--- config.mk ---
export PLATFORM = sky130hd
export DESIGN_NAME = encoder_tx_ctrl
export DESIGN_NICKNAME = d
export VERILOG_FILES = /design/src/rtl/encoder_tx_ctrl.sv
export SDC_FILE = /design/constraint.sdc
export NUM_CORES = 1
export LEC_CHECK = 0
export CAP_MARGIN = 20
export CORE_MARGIN = 1
export CORE_UTILIZATION = 38
export DETAILED_ROUTE_END_ITERATION = 16
export HOLD_SLACK_MARGIN = 0.1
export PLACE_DENSITY_LB_ADDON = 0.2
export SLEW_MARGIN = 0
export SYNTH_ARGS = -nofsm -noshare
export SYNTH_HDL_FRONTEND = slang
export SYNTH_SLANG_ARGS = --single-unit
--- constraint.sdc ---
create_clock -name clk -period 4.7 [get_ports clk]
set_input_delay 0.94 -clock clk [delete_from_list [all_inputs] [get_ports clk]]
set_output_delay 0.94 -clock clk [all_outputs]
set_load 0.01 [all_outputs]
--- src/rtl/encoder_tx_ctrl.sv ---
// Transmit sequencer for the bipolar line encoder: frames payload words
// as sync pattern, MSB-first payload and an idle gap, one bit per clk.
//
// Ports:
//   clk, reset       clock and synchronous active-high reset
//   enable           low aborts the frame and holds the encoder in reset
//   start, len       frame request and its payload word count
//   s_data, s_valid  payload word source
//   s_ready          word taken at this edge (one cycle per word slot)
//   enc_data         serial bit to the encoder
//   enc_reset        encoder reset, registered ~enable
//   busy, done       frame in progress / one-cycle completion pulse
//   underrun         sticky, a word slot found s_valid low
module encoder_tx_ctrl #(
  parameter int WIDTH = 8,
  parameter int SYNC_LEN = 8,
  parameter logic [SYNC_LEN-1:0] SYNC_PATTERN = 8'hA5,
  parameter int GAP_LEN = 4,
  parameter int LEN_W = 8
) (
  input  logic             clk,
  input  logic             reset,
  input  logic             enable,
  input  logic             start,
  input  logic [LEN_W-1:0] len,
  input  logic [WIDTH-1:0] s_data,
  input  logic             s_valid,
  output logic             s_ready,
  output logic             enc_data,
  output logic             enc_reset,
  output logic             busy,
  output logic             done,
  output logic             underrun
);

  localparam int M1 =
    (WIDTH > SYNC_LEN) ? WIDTH : SYNC_LEN;
  localparam int CNT_MAX =
    (M1 > GAP_LEN) ? M1 : GAP_LEN;
  localparam int CNT_W = $clog2(CNT_MAX + 1);

  localparam logic [CNT_W-1:0] SYNC_LAST =
    CNT_W'(SYNC_LEN - 1);
  localparam logic [CNT_W-1:0] WORD_LAST =
    CNT_W'(WIDTH - 1);
  localparam logic [CNT_W-1:0] GAP_LAST =
    CNT_W'(GAP_LEN - 1);

  typedef enum logic [1:0] {
    IDLE,
    SYNC,
    PAYLOAD,
    GAP
  } state_t;

  state_t             state;
  state_t             state_nxt;
  logic [CNT_W-1:0]   cnt;
  logic [CNT_W-1:0]   cnt_nxt;
  logic [LEN_W-1:0]   words_left;
  logic [LEN_W-1:0]   words_nxt;
  logic [WIDTH-1:0]   shreg;
  logic [WIDTH-1:0]   sh_nxt;
  logic [SYNC_LEN-1:0] sync_sr;
  logic [SYNC_LEN-1:0] sync_nxt;
  logic               load;

  logic enc_data_nxt;
  logic enc_reset_nxt;
  logic s_ready_nxt;
  logic busy_nxt;
  logic done_nxt;
  logic underrun_nxt;

  // State and registered outputs.
  always_ff @(posedge clk) begin
    if (reset) begin
      state      <= IDLE;
      cnt        <= '0;
      words_left <= '0;
      shreg      <= '0;
      sync_sr    <= '0;
      enc_data   <= 1'b0;
      enc_reset  <= 1'b1;
      s_ready    <= 1'b0;
      busy       <= 1'b0;
      done       <= 1'b0;
      underrun   <= 1'b0;
    end else begin
      state      <= state_nxt;
      cnt        <= cnt_nxt;
      words_left <= words_nxt;
      shreg      <= sh_nxt;
      sync_sr    <= sync_nxt;
      enc_data   <= enc_data_nxt;
      enc_reset  <= enc_reset_nxt;
      s_ready    <= s_ready_nxt;
      busy       <= busy_nxt;
      done       <= done_nxt;
      underrun   <= underrun_nxt;
    end
  end

  // Next state. The bit on the line in a cycle is the MSB
  // of the active shift register; words_left still counts
  // the word being sent until its last bit leaves.
  always_comb begin
    state_nxt = state;
    cnt_nxt   = cnt;
    words_nxt = words_left;
    sh_nxt    = shreg;
    sync_nxt  = sync_sr;
    load      = 1'b0;
    if (!enable) begin
      state_nxt = IDLE;
      cnt_nxt   = '0;
    end else begin
      unique case (state)
        IDLE: begin
          if (start) begin
            state_nxt = SYNC;
            cnt_nxt   = '0;
            words_nxt = len;
            sync_nxt  = SYNC_PATTERN;
          end
        end
        SYNC: begin
          if (cnt == SYNC_LAST) begin
            if (words_left != '0) begin
              load = 1'b1;
            end else begin
              state_nxt = GAP;
              cnt_nxt   = '0;
            end
          end else begin
            cnt_nxt  = cnt + CNT_W'(1);
            sync_nxt = sync_sr << 1;
          end
        end
        PAYLOAD: begin
          if (cnt == WORD_LAST) begin
            words_nxt = words_left - LEN_W'(1);
            if (words_left == LEN_W'(1)) begin
              state_nxt = GAP;
              cnt_nxt   = '0;
            end else begin
              load = 1'b1;
            end
          end else begin
            cnt_nxt = cnt + CNT_W'(1);
            sh_nxt  = shreg << 1;
          end
        end
        GAP: begin
          if (cnt == GAP_LAST) begin
            state_nxt = IDLE;
            cnt_nxt   = '0;
          end else begin
            cnt_nxt = cnt + CNT_W'(1);
          end
        end
        default: state_nxt = IDLE;
      endcase
      // Word slot: a missing word is replaced by zeros,
      // the frame never stalls.
      if (load) begin
        state_nxt = PAYLOAD;
        cnt_nxt   = '0;
        sh_nxt    = s_valid ? s_data : '0;
      end
    end
  end

  // Output values for the next cycle.
  always_comb begin
    enc_data_nxt = 1'b0;
    unique case (state_nxt)
      SYNC:    enc_data_nxt = sync_nxt[SYNC_LEN-1];
      PAYLOAD: enc_data_nxt = sh_nxt[WIDTH-1];
      default: enc_data_nxt = 1'b0;
    endcase
    // Ready rides on the last bit of the current item,
    // only when another word follows it.
    s_ready_nxt =
      (state_nxt == SYNC && cnt_nxt == SYNC_LAST &&
       words_nxt != '0) ||
      (state_nxt == PAYLOAD && cnt_nxt == WORD_LAST &&
       words_nxt > LEN_W'(1));
    busy_nxt = (state_nxt != IDLE);
    done_nxt = enable && state == GAP &&
               cnt == GAP_LAST;
    enc_reset_nxt = ~enable;
    underrun_nxt = underrun;
    if (enable && state == IDLE && start) begin
      underrun_nxt = 1'b0;
    end else if (load && !s_valid) begin
      underrun_nxt = 1'b1;
    end
  end

endmodule

Word-level counts from Yosys, hierarchy flattened
Cells that the tools add are included.

cells by class
  add/sub/neg operators = 2
  order comparisons = 1
  eq/ne operators = 12
  mux-type cells = 39
  bitwise gates (word level) = 1
  reductions and logical operators = 20

operators by type and width
  operator             number
  $mux 8               11
  $mux 4               8
  $pmux 8 s2           2
  $mux 2               8
  $pmux 4 s4           1
  $reduce_bool 8->1    2
  $logic_and 1x1->1    9
  $eq 4x3->1 const B   2
  $eq 8x1->1 const B   1
  $gt 8x1->1 const B   1
  $pmux 2 s4           1
  $sub 8x1->8 const B  1
  $eq 2x2->1 const B   3
  $mux 1               6
  $reduce_bool 2->1    3
  $add 4x1->4 const B  1
  $eq 2x1->1 const B   2
  $eq 4x2->1 const B   1
  $ne 2x2->1 const B   2
  $pmux 1 s2           2
  $reduce_and 4->1     1
  $reduce_and 3->1     1
  $logic_not 2->1      1
  $ne 2x1->1 const B   1
  other kinds (4)      4

word-level totals
  bits in registers = 36
  input port bits = 21
  output and inout port bits = 6
  word-level logic and storage cells = 88

Logic depth before layout (Yosys ltp)
  depth after elaboration = 11
  gate-level depth with buffers = 12
  mapped depth without buffers = 11

Worst setup path after synthesis
Ideal clock, no wire load.

  path type = input to register
  start point = in start
  end point = reg s_ready
  arrival time = 2,461 ps
  path slack = 2,147 ps
  cell stages on the path = 9
  path buffers = 1
  path through = clkbuf_1 > nand2b_1 > a22oi_1 > or3_1 > inv_1 > ha_1 > nor2b_1 > nor4_1 > nor4_1

on the way
  word-level cells in the longest chain between the ends = 8
  elaborated cells on any way between the ends = 21
  classes of those cells = order compare (1); eq/ne (3); mux (11); reduce/logical (6)

ends and longest elaborated chain
  what                                                      line      RTL
  start, declared                                           24        input logic start,
  $mux 2 (*)                                                120       if (start) begin
  $pmux 2 s4 (*)                                            118       unique case (state)
  $mux 2 (*)                                                166       if (load) begin
  $mux 2 (*)                                                114       if (!enable) begin
  named net state_nxt[0]                                    57        state_t state_nxt;
  $eq 2x1->1 / $eq 2x2->1 (equally long branches)           185, 187
  $logic_and 1x1->1, on equally long branches (2 in a row)  185, 187
  $logic_or 1x1->1 (*)                                      186       words_nxt != '0) ||
  end signal, assigned                                      97        s_ready <= s_ready_nxt;
  end, declared                                             28        output logic s_ready,

The timed path passes the listed nets; every way through them passes the cells marked *.
A chain may end at the register's enable or synchronous reset.

Final worst setup path
  start point = in start
  end point = reg s_ready

on the way
  word-level cells in the longest chain between the ends = 8
  elaborated cells on any way between the ends = 21
  classes of those cells = order compare (1); eq/ne (3); mux (11); reduce/logical (6)

ends and longest elaborated chain
  what                                                                line
  parallel branches: the longest is 7 deep, another holds $gt 8x1->1  n/a
  $logic_or 1x1->1 (*)                                                186

Every way passes the cells marked *.

==> reports/results.env <==
RUN_STATUS='complete, no violations'
MAPPEDNETLISTNETS=299
TRACK_USAGE_PCT=21.4
CRITICAL_PATH.MAX_STAGE_DELAY_PS=720
STDCELL_COUNT=362
SYNTH_LARGEST_AREA_CELL='sky130_fd_sc_hd__dfxtp_1'
POST_CTS_RESIZED=0
ANTENNA_FOUND_INITIAL=0
MAX-CAP-VIOLATIONS=0
FINAL_MIN_PERIOD_OVER_CLOCK_PERIOD_PCT=65.7
SW_FRAC_OF_TOTAL_PCT=29.2
CRIT_TOP_CELL='sky130_fd_sc_hd__nor4_1'
YS_TOP_CELLS_BY_AREA='sky130_fd_sc_hd__dfxtp_1 33%, sky130_fd_sc_hd__nor2_1 6.7%, sky130_fd_sc_hd__ha_1 5.7%, sky130_fd_sc_hd__a221oi_1 4.0%, sky130_fd_sc_hd__nand2_1 3.6%'
DIODES=0
CLOCK_SINKS=36
TIMING_WORST_SETUP_PATH_TYPE='in -> reg'
PLACE.DETAILED.HPWL_MM=4.28
POST-PLACE-CELLS=354
CLOCK_LATENCY_OF_THE_LATER_CLOCKED_REGISTER_IN_THE_WORST_SKEW_PAIR_PS=300
POWER.SEQUENTIAL.FRACTION_PCT=47.6
WORSTHOLDPATHTYPE='reg -> reg'
POST-SYNTH-TOP-COUNT-CELL='sky130_fd_sc_hd__nor2_1'
HOLDWS_PS=457
NUMBER_OF_STAGES_ON_THE_WORST_SETUP_PATH=7
SYNTH-SEQ-CELLS=36
POSTROUTEANTENNANETS=0
DIEAREA_UM2=6040
MAXSLEWVIOLCOUNT=0
POSTCTSSETUPBUFFERS=0
YOSYSSEQAREASHARE_PCT=33.1
ROUTEDWLPERCELL_UM=16.8
SHARE_OF_TOTAL_POWER_IN_THE_CLOCK_NETWORK_PCT=36.2
CLK_ROOT_BUFFER_CELL='sky130_fd_sc_hd__clkbuf_8'
YOSYS.CELL_TYPES.COUNT=56
INITIAL_CORE_UTIL_PCT=39.5
ROWS=27
REPORT.FINAL.SETUP_VIOL=0
GRT_REMAINING_OVERFLOW=0
YS_WARN_COUNT=0
FINCLKSKEW_PS=8.33
DETAILROUTE.VIA_COUNT=2159
SYNTHESIS.AREA_PER_INSTANCE_UM2=8.12
LAYOUT.NETS=320
RELSLEWSLACK_PCT=48.9
TNS_PS=0
GRT_SETUP_UNREPAIRED='false'
CTS.PATH.MAX_BUFFERS=2
POWER_PER_CELL_AREA_nW_PER_UM2=263
PATH_BUF_INV=1
CP-START-KIND='primary input'
TIMING.CRITICAL_PATH.ARRIVAL_PS=3270
SYNTH_TOP_CELL_AREA_SHARE_PCT=33.1
PWR-SHARE-COMB_PCT=16.2
AREAGROWTHSYNTHTOFINISH_PCT=18.3
MAX_SLEW.WORST_PIN.SLEW_PS=765
CTSHOLDBUFFERS=0
BOUNDARYPINS=27
PLACE.GP.CONGESTION=0.927
DRTPASS1ITERATIONS=4
ENDPOINT_KIND='register'
TRITONCTS_CLOCK_TREE='yes'
NETSWITCHINGPOWER_uW=197
INTPOWER_uW=480
MIN_DELAY_PATH_DEPTH=2
SYNTHESIS.INSTANCES=268
GLOBAL_ROUTE_WIRE_LENGTH_BEFORE_REPAIR_MM=10.0
FP.DIEW_UM=77.7
PATH_DELAY_FAMILY='simple AND/OR/NAND/NOR gates'
COREAREA_UM2=5510
LEAKAGEPOWER_nW=0.894
POSTSYNTH.TOPFLOPCELL='sky130_fd_sc_hd__dfxtp_1'
BUFFER_PORTS.INSERTED=26
NETLIST_AREA_UM2=2180
HOLD_VIOL=0
PATH_CELLS='clkdlybuf4s50_1 -> nand2_1 -> a221o_1 -> a221oi_1 -> nand4_1 -> nor4_1 -> nor4_1'
FINAL.MIN_CLOCK_PERIOD_PS=3090
POSTROUTEWIRELENGTH_MM=6.07
CRITPATHSLOWESTCELL='sky130_fd_sc_hd__clkdlybuf4s50_1'
DRT-INITIAL-DRC-COUNT=217
CTS.HTREE.LEVELS=2
POST_DRT_VIA_CELL_RATIO=5.96
GRT_START_MAX_NET_PINS=30
NUMCTSBUFFERS=5
PEAKVDDDROP_uV=157
CRITICAL_PATH.MAX_FANOUT=13
MAX_CLOCK_FREQ_MHz=324
FIRST_GLOBAL_VIAS=2075
SYNTH-ASYNC-RESET-RATIO_PCT=0
SYNTH_EDF_COUNT=0
SYNTH.CELLS.MOST_FREQUENT='39 x sky130_fd_sc_hd__nor2_1, 36 x sky130_fd_sc_hd__dfxtp_1, 21 x sky130_fd_sc_hd__nand2_1'
DIE_H_UM=77.7
FINAL_LAYOUT_SIZE_SUFFIX_GT1_SHARE_PCT=7.24
PLACED_CELL_AREA_UM2=2480
WORST-R2R-CELL-COUNT=10
FINAL_DESIGN_AREA_NO_FILL_UM2=2580
CRITICAL_PATH_REQUIRED_PS=4880
ROUTE.DETAILED.DRC=0
CLOCK_TRANSITION_TIME_AT_THE_FLIP_FLOP_CLOCK_PINS_OF_THE_WORST_SETUP_AND_HOLD_PATHS_PS=80
[metrics by stage]
stage               worst slack (ps)  total power, mW  utilization, %
floorplan                       2150            0.396               -
global placement                1520            0.438            45.0
detailed placement              1370            0.437            45.0
CTS                             1690            0.680            46.8
global route                    1470            0.706            46.8
finish                          1610            0.677            46.8
[final timing paths]
kind | startpoint | to | slack [ps]
setup reg to reg | cnt[1] | s_ready | 1740
hold reg to reg | sync_sr[6] | sync_sr[6] | 460
hold / removal | sync_sr[6] | sync_sr[6] | 460
setup / recovery | start | s_ready | 1610
[registers in the layout, indices dropped and copies added, names as in the netlist]
name and cells:
cnt 4, underrun 1, enc_reset 1, state 2, busy 1, done 1, sync_sr 8, shreg 8
s_ready 1, enc_data 1, words_left 8
[power groups by stage]
stage                     Clock, mW  Sequential (mW)  Combinational (mW)
after CTS                     0.249            0.322               0.109
after global placement            0            0.329               0.110
final                         0.245            0.322               0.110
after global routing          0.263            0.323               0.120
after detailed placement          0            0.329               0.108
after floorplan                   0            0.326              0.0700
[area by class of cell]
cell class | instances | area, µm²
clock buffer | 6 | 82.6
clock inverter | 2 | 13.8
tap | 72 | 90.1
sequential | 36 | 721
timing repair buffer | 28 | 275
inverter | 17 | 63.8
multi-input combinational | 201 | 1330
fill | 552 | 2930
[cell usage in the layout, fill, tap and decap left out, drive strengths merged, types with 4 or more instances in the layout]
cell / n
o211ai: 6
nand3b: 4
o21ai: 7
a221oi: 10
nor4: 6
nor2: 39
dfxtp: 36
ha: 10
inv: 18
a21oi: 7
nand3: 9
nand2: 21
nand4: 5
nor3: 11
clkdlybuf4s50: 26
clkbuf: 6
a311oi: 7
a31oi: 6
a22oi: 4
nor2b: 5
nand2b: 4
[cells by family (layout without fill, tap and decap cells)]
family,Yosys count,count (layout),synth area share [%]
and+or+nand+nor,121,121,28.9
muxes,1,1,0.517
buffers and inverters,31,53,5.80
DFF,36,36,33.1
AOI/OAI and AO/OA,69,69,25.9
adders and majority gates,10,10,5.75
[worst min-delay path, cell delays in order, from the launching register on]
cell                      delay [ps]
sky130_fd_sc_hd__dfxtp_1         320
sky130_fd_sc_hd__nand2_1          50
sky130_fd_sc_hd__a21oi_1          50
[layer usage]
layer  vias to the layer above  GRT usage (%)  share of wire, %
met5                         -              0                 0
met4                         0           10.2               2.4
met3                        12           5.29               6.1
met2                        83           32.5                44
met1                      1016           28.3                47
li1                       1048              -                 -
Note: power is estimated with default switching activity, not from simulation.
